`src/rtl/led_pattern_ctrl_if.sv`:
```
// Handshake bundle between the tick/mode source and the LED pattern engine.
// The source drives strobes and mode requests; the engine returns mode_q and led.
interface led_pattern_ctrl_if;
    logic       tick;
    logic [1:0] mode;
    logic       mode_load;
    logic [1:0] mode_q;
    logic       led;

    modport master (
        output tick,
        output mode,
        output mode_load,
        input  mode_q,
        input  led
    );

    modport slave (
        input  tick,
        input  mode,
        input  mode_load,
        output mode_q,
        output led
    );
endinterface

```
`src/rtl/led_pattern_ctrl.sv`:
```
// LED pattern engine: off, on, blink and breathe patterns advanced by tick.
// led is registered one cycle behind the pattern state it reflects.
module led_pattern_ctrl #(
    parameter int PWM_W       = 8,
    parameter int BLINK_TICKS = 4
) (
    input  logic               clk,
    input  logic               rst,
    led_pattern_ctrl_if.slave  bus
);

    localparam logic [2:0] S_OFF   = 3'd0;
    localparam logic [2:0] S_ON    = 3'd1;
    localparam logic [2:0] S_BLINK = 3'd2;
    localparam logic [2:0] S_UP    = 3'd3;
    localparam logic [2:0] S_DN    = 3'd4;

    localparam logic [PWM_W-1:0] DMAX  = {PWM_W{1'b1}};
    localparam logic [7:0]       BLAST = 8'(BLINK_TICKS - 1);

    logic [2:0]       state;
    logic [1:0]       pend;
    logic [1:0]       eff;
    logic [1:0]       cur;
    logic [2:0]       entry;
    logic [PWM_W-1:0] pwm_cnt;
    logic [PWM_W-1:0] duty;
    logic [7:0]       blink_cnt;
    logic             blink_state;
    logic             led_r;
    logic             led_nxt;

    // A load on a tick cycle is seen by that tick's evaluation.
    assign eff = bus.mode_load ? bus.mode : pend;

    always_comb begin
        cur     = 2'b00;
        entry   = S_OFF;
        led_nxt = 1'b0;
        case (state)
            S_ON:    begin cur = 2'b01; led_nxt = 1'b1;              end
            S_BLINK: begin cur = 2'b10; led_nxt = blink_state;       end
            S_UP,
            S_DN:    begin cur = 2'b11; led_nxt = (pwm_cnt < duty);  end
            default: begin cur = 2'b00; led_nxt = 1'b0;              end
        endcase
        case (eff)
            2'b01:   entry = S_ON;
            2'b10:   entry = S_BLINK;
            2'b11:   entry = S_UP;
            default: entry = S_OFF;
        endcase
    end

    always_ff @(posedge clk) begin
        if (rst) begin
            state       <= S_OFF;
            pend        <= 2'b00;
            pwm_cnt     <= '0;
            duty        <= '0;
            blink_cnt   <= '0;
            blink_state <= 1'b0;
            led_r       <= 1'b0;
        end else begin
            pwm_cnt <= pwm_cnt + 1'b1;
            led_r   <= led_nxt;
            if (bus.mode_load)
                pend <= bus.mode;
            if (bus.tick) begin
                if (eff != cur) begin
                    state <= entry;
                    if (eff == 2'b10) begin
                        blink_cnt   <= '0;
                        blink_state <= 1'b1;
                    end
                    if (eff == 2'b11)
                        duty <= '0;
                end else begin
                    case (state)
                        S_BLINK: begin
                            if (blink_cnt == BLAST) begin
                                blink_cnt   <= '0;
                                blink_state <= ~blink_state;
                            end else begin
                                blink_cnt <= blink_cnt + 8'd1;
                            end
                        end
                        // Saturate at the ends and reverse direction.
                        S_UP: begin
                            if (duty == DMAX) state <= S_DN;
                            else              duty  <= duty + 1'b1;
                        end
                        S_DN: begin
                            if (duty == '0) state <= S_UP;
                            else            duty  <= duty - 1'b1;
                        end
                        default: ;
                    endcase
                end
            end
        end
    end

    assign bus.mode_q = cur;
    assign bus.led    = led_r;

endmodule

```
`src/flat_wrapper.sv`:
```
// flat-port wrapper written by rule: the top's interface ports become plain ports
module led_pattern_ctrl_flat 
#(
    parameter int PWM_W       = 8,
    parameter int BLINK_TICKS = 4
)
  (clk, rst, bus_tick, bus_mode, bus_mode_load, bus_mode_q, bus_led);
  led_pattern_ctrl_if bus_i ();
  input  logic clk;
  input  logic rst;
  input wire logic [$bits(bus_i.tick)-1:0] bus_tick;
  input wire logic [$bits(bus_i.mode)-1:0] bus_mode;
  input wire logic [$bits(bus_i.mode_load)-1:0] bus_mode_load;
  output wire logic [$bits(bus_i.mode_q)-1:0] bus_mode_q;
  output wire logic [$bits(bus_i.led)-1:0] bus_led;
  assign bus_i.tick = bus_tick;
  assign bus_i.mode = bus_mode;
  assign bus_i.mode_load = bus_mode_load;
  assign bus_mode_q = bus_i.mode_q;
  assign bus_led = bus_i.led;
  led_pattern_ctrl #(.PWM_W(PWM_W), .BLINK_TICKS(BLINK_TICKS)) u_core (.clk(clk), .rst(rst), .bus(bus_i));
endmodule
```
`config.mk`:
```
export PLATFORM = sky130hd
export DESIGN_NAME = led_pattern_ctrl_flat
export DESIGN_NICKNAME = d
export VERILOG_FILES = /design/src/rtl/led_pattern_ctrl_if.sv /design/src/rtl/led_pattern_ctrl.sv /design/src/flat_wrapper.sv
export SDC_FILE = /design/constraint.sdc
export NUM_CORES = 1
export LEC_CHECK = 0
export ABC_AREA = 0
export BUFFER_PORTS_ARGS = -buffer_cell sky130_fd_sc_hd__buf_2
export CAP_MARGIN = 40
export CORE_UTILIZATION = 32
export CTS_BUF_LIST = sky130_fd_sc_hd__clkbuf_8
export CTS_CLUSTER_SIZE = 14
export DETAILED_ROUTE_END_ITERATION = 12
export PLACE_DENSITY = 0.5
export SLEW_MARGIN = 10
export SYNTH_ARGS = -nofsm -noshare
export SYNTH_HDL_FRONTEND = slang
export SYNTH_SLANG_ARGS = --single-unit
```
`constraint.sdc`:
```
create_clock -name clk -period 3.5 [get_ports clk]
set_clock_uncertainty 0.2 [all_clocks]
set_input_delay 0.175 -clock clk [delete_from_list [all_inputs] [get_ports clk]]
set_output_delay 0.175 -clock clk [all_outputs]
set_load 0.02 [all_outputs]
```
After elaboration in Yosys (flattened, before gate mapping):

Cells that the tools add are included.

* output and inout port bits: 3
* register bits: 31
* logic and storage cells: 59
* input bits: 6

* eq/ne operators: 16
* mux-type cells: 21
* $lt $le $gt $ge: 1
* $add $sub $neg: 4
* reduce and logical (&&, ||, !) cells: 9
* bitwise operators: 1

Operators by type and width (count)
* $mux 8: 8
* $add 8x1->8 const B: 3
* $pmux 8 s2: 1
* $pmux 2 s3: 2
* $mux 3: 3
* $eq 8x2->1 const B: 1
* $eq 8x8->1 const B: 1
* $logic_not 8->1: 1
* $lt 8x8->1: 1
* $reduce_and 4->1: 2
* $sub 8x1->8 const B: 1
* $eq 3x2->1 const B: 2
* $ne 3x1->1 const B: 2
* $ne 3x2->1 const B: 2
* $pmux 3 s2: 1
* $reduce_and 5->1: 1
* $eq 2x2->1 const B: 2
* $mux 1: 4
* $ne 2x2->1 const B: 2
* $reduce_bool 2->1: 2
* $eq 3x1->1 const B: 1
* $eq 3x3->1 const B: 1
* $pmux 1 s3: 1
* $reduce_and 3->1: 1
* 6 further kinds: 6

Logic depth before layout (Yosys ltp):

* word-level depth: 6
* depth in mapped cells: 11
* gate-level depth less buffers: 9

Worst setup path before layout:

OpenSTA, ideal clock, no wires.

* path type: reg-to-reg
* from: register u_core.state[2]
* to: register u_core.duty[7]
* setup slack: 0.893 ns
* required time: 3.226 ns
* arrival time: 2.333 ns
* cell stages (with the launch flop): 11
* setup time: 0.074 ns
* clock period less this slack: 2.607 ns
* buffers on the path: 2
* path through: dfxtp_1 > buf_6 > or3b_1 > buf_6 > inv_4 > ha_1 > or3_1 > o211ai_1 > xnor2_1 > or4_1 > a31oi_1

* cells in the longest elaborated chain, start to end: 6
* elaborated cells between the ends (all ways): 14
* those cells by class: 8 x eq/ne; 3 x mux; 3 x reduce/logical

RTL lines
* from (decl): RTL line led_pattern_ctrl.sv:21 `logic [2:0] state;`
* from (signal assigned): RTL line led_pattern_ctrl.sv:71 `state <= entry;`
* $eq 3x2->1 / $eq 3x3->1 (equally long branches): RTL line led_pattern_ctrl.sv:40, led_pattern_ctrl.sv:79
* $reduce_or 2->1: RTL line led_pattern_ctrl.sv:40 `case (state)`
* $pmux 2 s3: RTL line led_pattern_ctrl.sv:40
* $ne 2x2->1: RTL line led_pattern_ctrl.sv:70 `if (eff != cur) begin`
* $ne 3x2->1 (no line) (tied with other cells)
* $reduce_and 5->1 (no line)
* to (signal assigned): RTL line led_pattern_ctrl.sv:91 `else duty <= duty + 1'b1;`
* to (signal assigned): RTL line led_pattern_ctrl.sv:95 `else duty <= duty - 1'b1;`
* to (decl): RTL line led_pattern_ctrl.sv:27 `logic [PWM_W-1:0] duty;`

Several ways; a longest one is shown, not always the timed one.
A chain may end at the register's enable or synchronous reset.

Worst setup path in the final report:

Ends and elaborated chain as after synthesis.

==> summary.txt <==
Route
  – DRT Pass-1 Iters: 4
  – DR WL/cell: 12.9 um
  – Vias post-DR: 1,689
  – Drt initial violations: 38
  – Total Wirelength: 4280 um
  – Residual DRC: 0
  – Vias per cell: 5.10
  – Number of nets still failing antenna checks after routing: 0

STA
  – Final setup viols: 0
  – Rel. slew slack: 57.5%
  – Number of failing hold endpoints at the final stage: 0
  – Slew Limit Fails: 0
  – Tcrit/Tclk final: between 80% and 90%
  – RSZ-0062 raised after global routing: no
  – Min cycle time layout: slightly below 3000 ps
  – Worst-margin pin slew: 637 ps
  – Setup TNS: 0 ps
  – Max Fclk: 339 MHz

Synth
  – Synth Warn #: 0
  – Synthesized instance count: ~250
  – Ys async rst share: 0%
  – Post-synth EDFFs: 0
  – Yosys reg bits: 31
  – Synth top area share: a little over 30%
  – Most common cell in the netlist: dfxtp_1
  – Netlist Area Pre-Place: 1990 um2
  – Synthesized area per cell: 8.10 um2
  – Main synth FF type: dfxtp_1
  – Synth cell count leaders: dfxtp_1, nand2_1, a21oi_1, nor2_1, ha_1
  – Post-synth top area cell: dfxtp_1
  – Unique cell type count in the Yosys netlist: 48
  – Top cells by area, synth: dfxtp_1, ha_1, a21oi_1
  – Net Count, Synth: 268
  – Sequential element share of the synthesized area: 31.1%

Global routing
  – Global-route wire length before repair: about 7400 um
  – Total GRT Usage: 14.7%
  – Number of global-route vias before repair: 1,622
  – Antenna violations before repair: 0
  – Pin count of the biggest net entering global routing: 35
  – Gr ovfl total: 0

Flow run
  – Max_cap viols: 0

Power and ir drop
  – PwrDens: 505 nW/um2
  – Worst IR Drop VDD: 251 uV
  – Leak: a little under 0.9 nW

Final layout
  – Layout cell share with drive strength beyond 1: 10.5%
  – Cell area after layout: 2220 um2
  – Area of the multi-input gates: approximately 1300 um2
  – Growth of design area from synthesis to finish: 11.4%
  – ANT cells: 0
  – Register area: 621 um2
  – Nets: around 280
  – Fillers: 636

Floorplanning
  – Die Wd: 80.9 um
  – Die area: 6550 um2
  – Top Ports: 9
  – Total core area: 5960 um2
  – Initial core utilization: 33.5%
  – Die Ht: slightly above 80 um
  – Row count: 28

Placed design
  – Dpl hpwl: 3030 um
  – Port bufs: 8
  – GPL Wtd Cong: 0.792
  – Post-DP Area: 2090 um2

Clocking
  – TritonCTS clock tree: yes
  – CTS Sinks: 31
  – Clock Latency Late Sink: 280 ps
  – Clock slew at the register clock pins of the worst setup and hold paths: approximately 80 ps
  – Longest Clk Path Bufs: 2
  – Max H-tree Level: 2
  – Inserted Clock Buffers: 5
  – Root Buffer: clkbuf_8

Setup path
  – Critical path endpoint category: flop
  – Setup Crit Path Kind: flop to flop
  – CP Launch Type: flop
  – Crit Path Max Fanout: 13
  – Crit-path max cell delay: between 500 and 600 ps
  – Cell Chain, Critical Path: or3b_1, inv_4, ha_1, a21oi_1, o2111ai_1, o211ai_1, xnor2_1, or4_1, a31oi_1
  – Worst path arrival time: approximately 3000 ps
  – Slowest stage cell, crit path: or3b_1
  – Worst Path Required: approximately 3500 ps

Worst hold path
  – Tightest Hold Check Type: primary input to flop

Status
  – Status: finished clean
==> cell families after synthesis <==
| family | synth area share [%] |
|---|---|
| AOI/OAI and AO/OA | 15.8 |
| DFF | 31.1 |
| and+or+nand+nor | 28.4 |
| adders and majority gates | 10.4 |
| xor gates and xnor gates | 4.39 |
| buffers and inverters | 5.21 |
| muxes | 4.65 |
==> power breakdown <==
group / internal, W / switching, W
clock network: 0.000230 / 0.000147
logic: 0.000134 / 0.000208
registers: 0.000375 / 0.0000279
==> layout make-up <==
class                   instances  area share [%]
well taps                      75            4.23
clock buffers                   6            3.72
flip-flops and latches         31            27.9
repair buffers                 12            3.27
inverters                      12            2.14
multi-input cells             193            57.1
clock inverters                 2            1.58
==> sequential cells by signal (all words and copies together), names as in the netlist <==
register            flops
u_core.blink_cnt        8
u_core.duty             8
u_core.pwm_cnt          8
u_core.state            3
u_core.pend             2
u_core.blink_state      1
u_core.bus.led          1
==> final timing paths <==
kind	slack [ps]	start	end	cells past startpoint
worst min register to register	260	u_core.pwm_cnt[0]	u_core.pwm_cnt[0]	1
worst max-delay path	550	u_core.state[2]	u_core.duty[7]	9
worst max register to register	550	u_core.state[2]	u_core.duty[7]	9
worst min-delay path	50	bus_mode_load	u_core.pend[1]	3
==> metrics by stage <==
stage                     cells  utilization [%]  hold slack, ps  total power [W]  worst slack [ps]
final                       331             37.3            48.4          0.00112               552
after global routing        331             37.3            83.7          0.00119               329
after CTS                   331             37.3            48.3          0.00113               554
after detailed placement    322             35.1             253         0.000752               551
after global placement      322             35.1             243         0.000753               625
after floorplan             246                -             159         0.000682               893
==> metal layers <==
layer	vias to the layer above	routed length, um	GRT usage, %
li1	907	-	-
met1	758	2190	19.1
met4	0	59	5.54
met5	-	0	0
met3	4	130	3.82
met2	20	1900	23.2
==> critical path, delay by kind of cell, from the launching register on <==
kind | cells | cell delay, ps
compound gates | 4 | 680
xor+xnor | 1 | 100
fa+ha+maj | 1 | 250
buf+inv | 1 | 210
flops | 1 | 470
simple gates | 2 | 970
==> layout by cell type, fill, tap and decap left out, types with 4 or more instances in the layout <==
master / Yosys / routed
dfxtp_1: 31 / 31
nand2_1: 24 / 24
nor2_1: 21 / 21
a21oi_1: 21 / 21
ha_1: 15 / 15
nand3_1: 12 / 12
o21ai_0: 12 / 12
inv_1: 11 / 11
nor3_1: 9 / 9
buf_2: 3 / 8
mux2i_1: 7 / 7
clkbuf_8: 0 / 6
or3_1: 5 / 5
and3_1: 5 / 5
nand3b_1: 5 / 5
xor2_1: 5 / 5
xnor2_1: 5 / 5
nand2b_1: 4 / 4
nor2b_1: 4 / 4
nand4_1: 4 / 4
==> timing repair <==
action | in CTS | in global routing
setup buffers | 0 | 0
resized for setup | 0 | 0
hold endpoints to repair | 1 | 0
hold buffers | 1 | 0
Power figures use the tool's default switching activity.
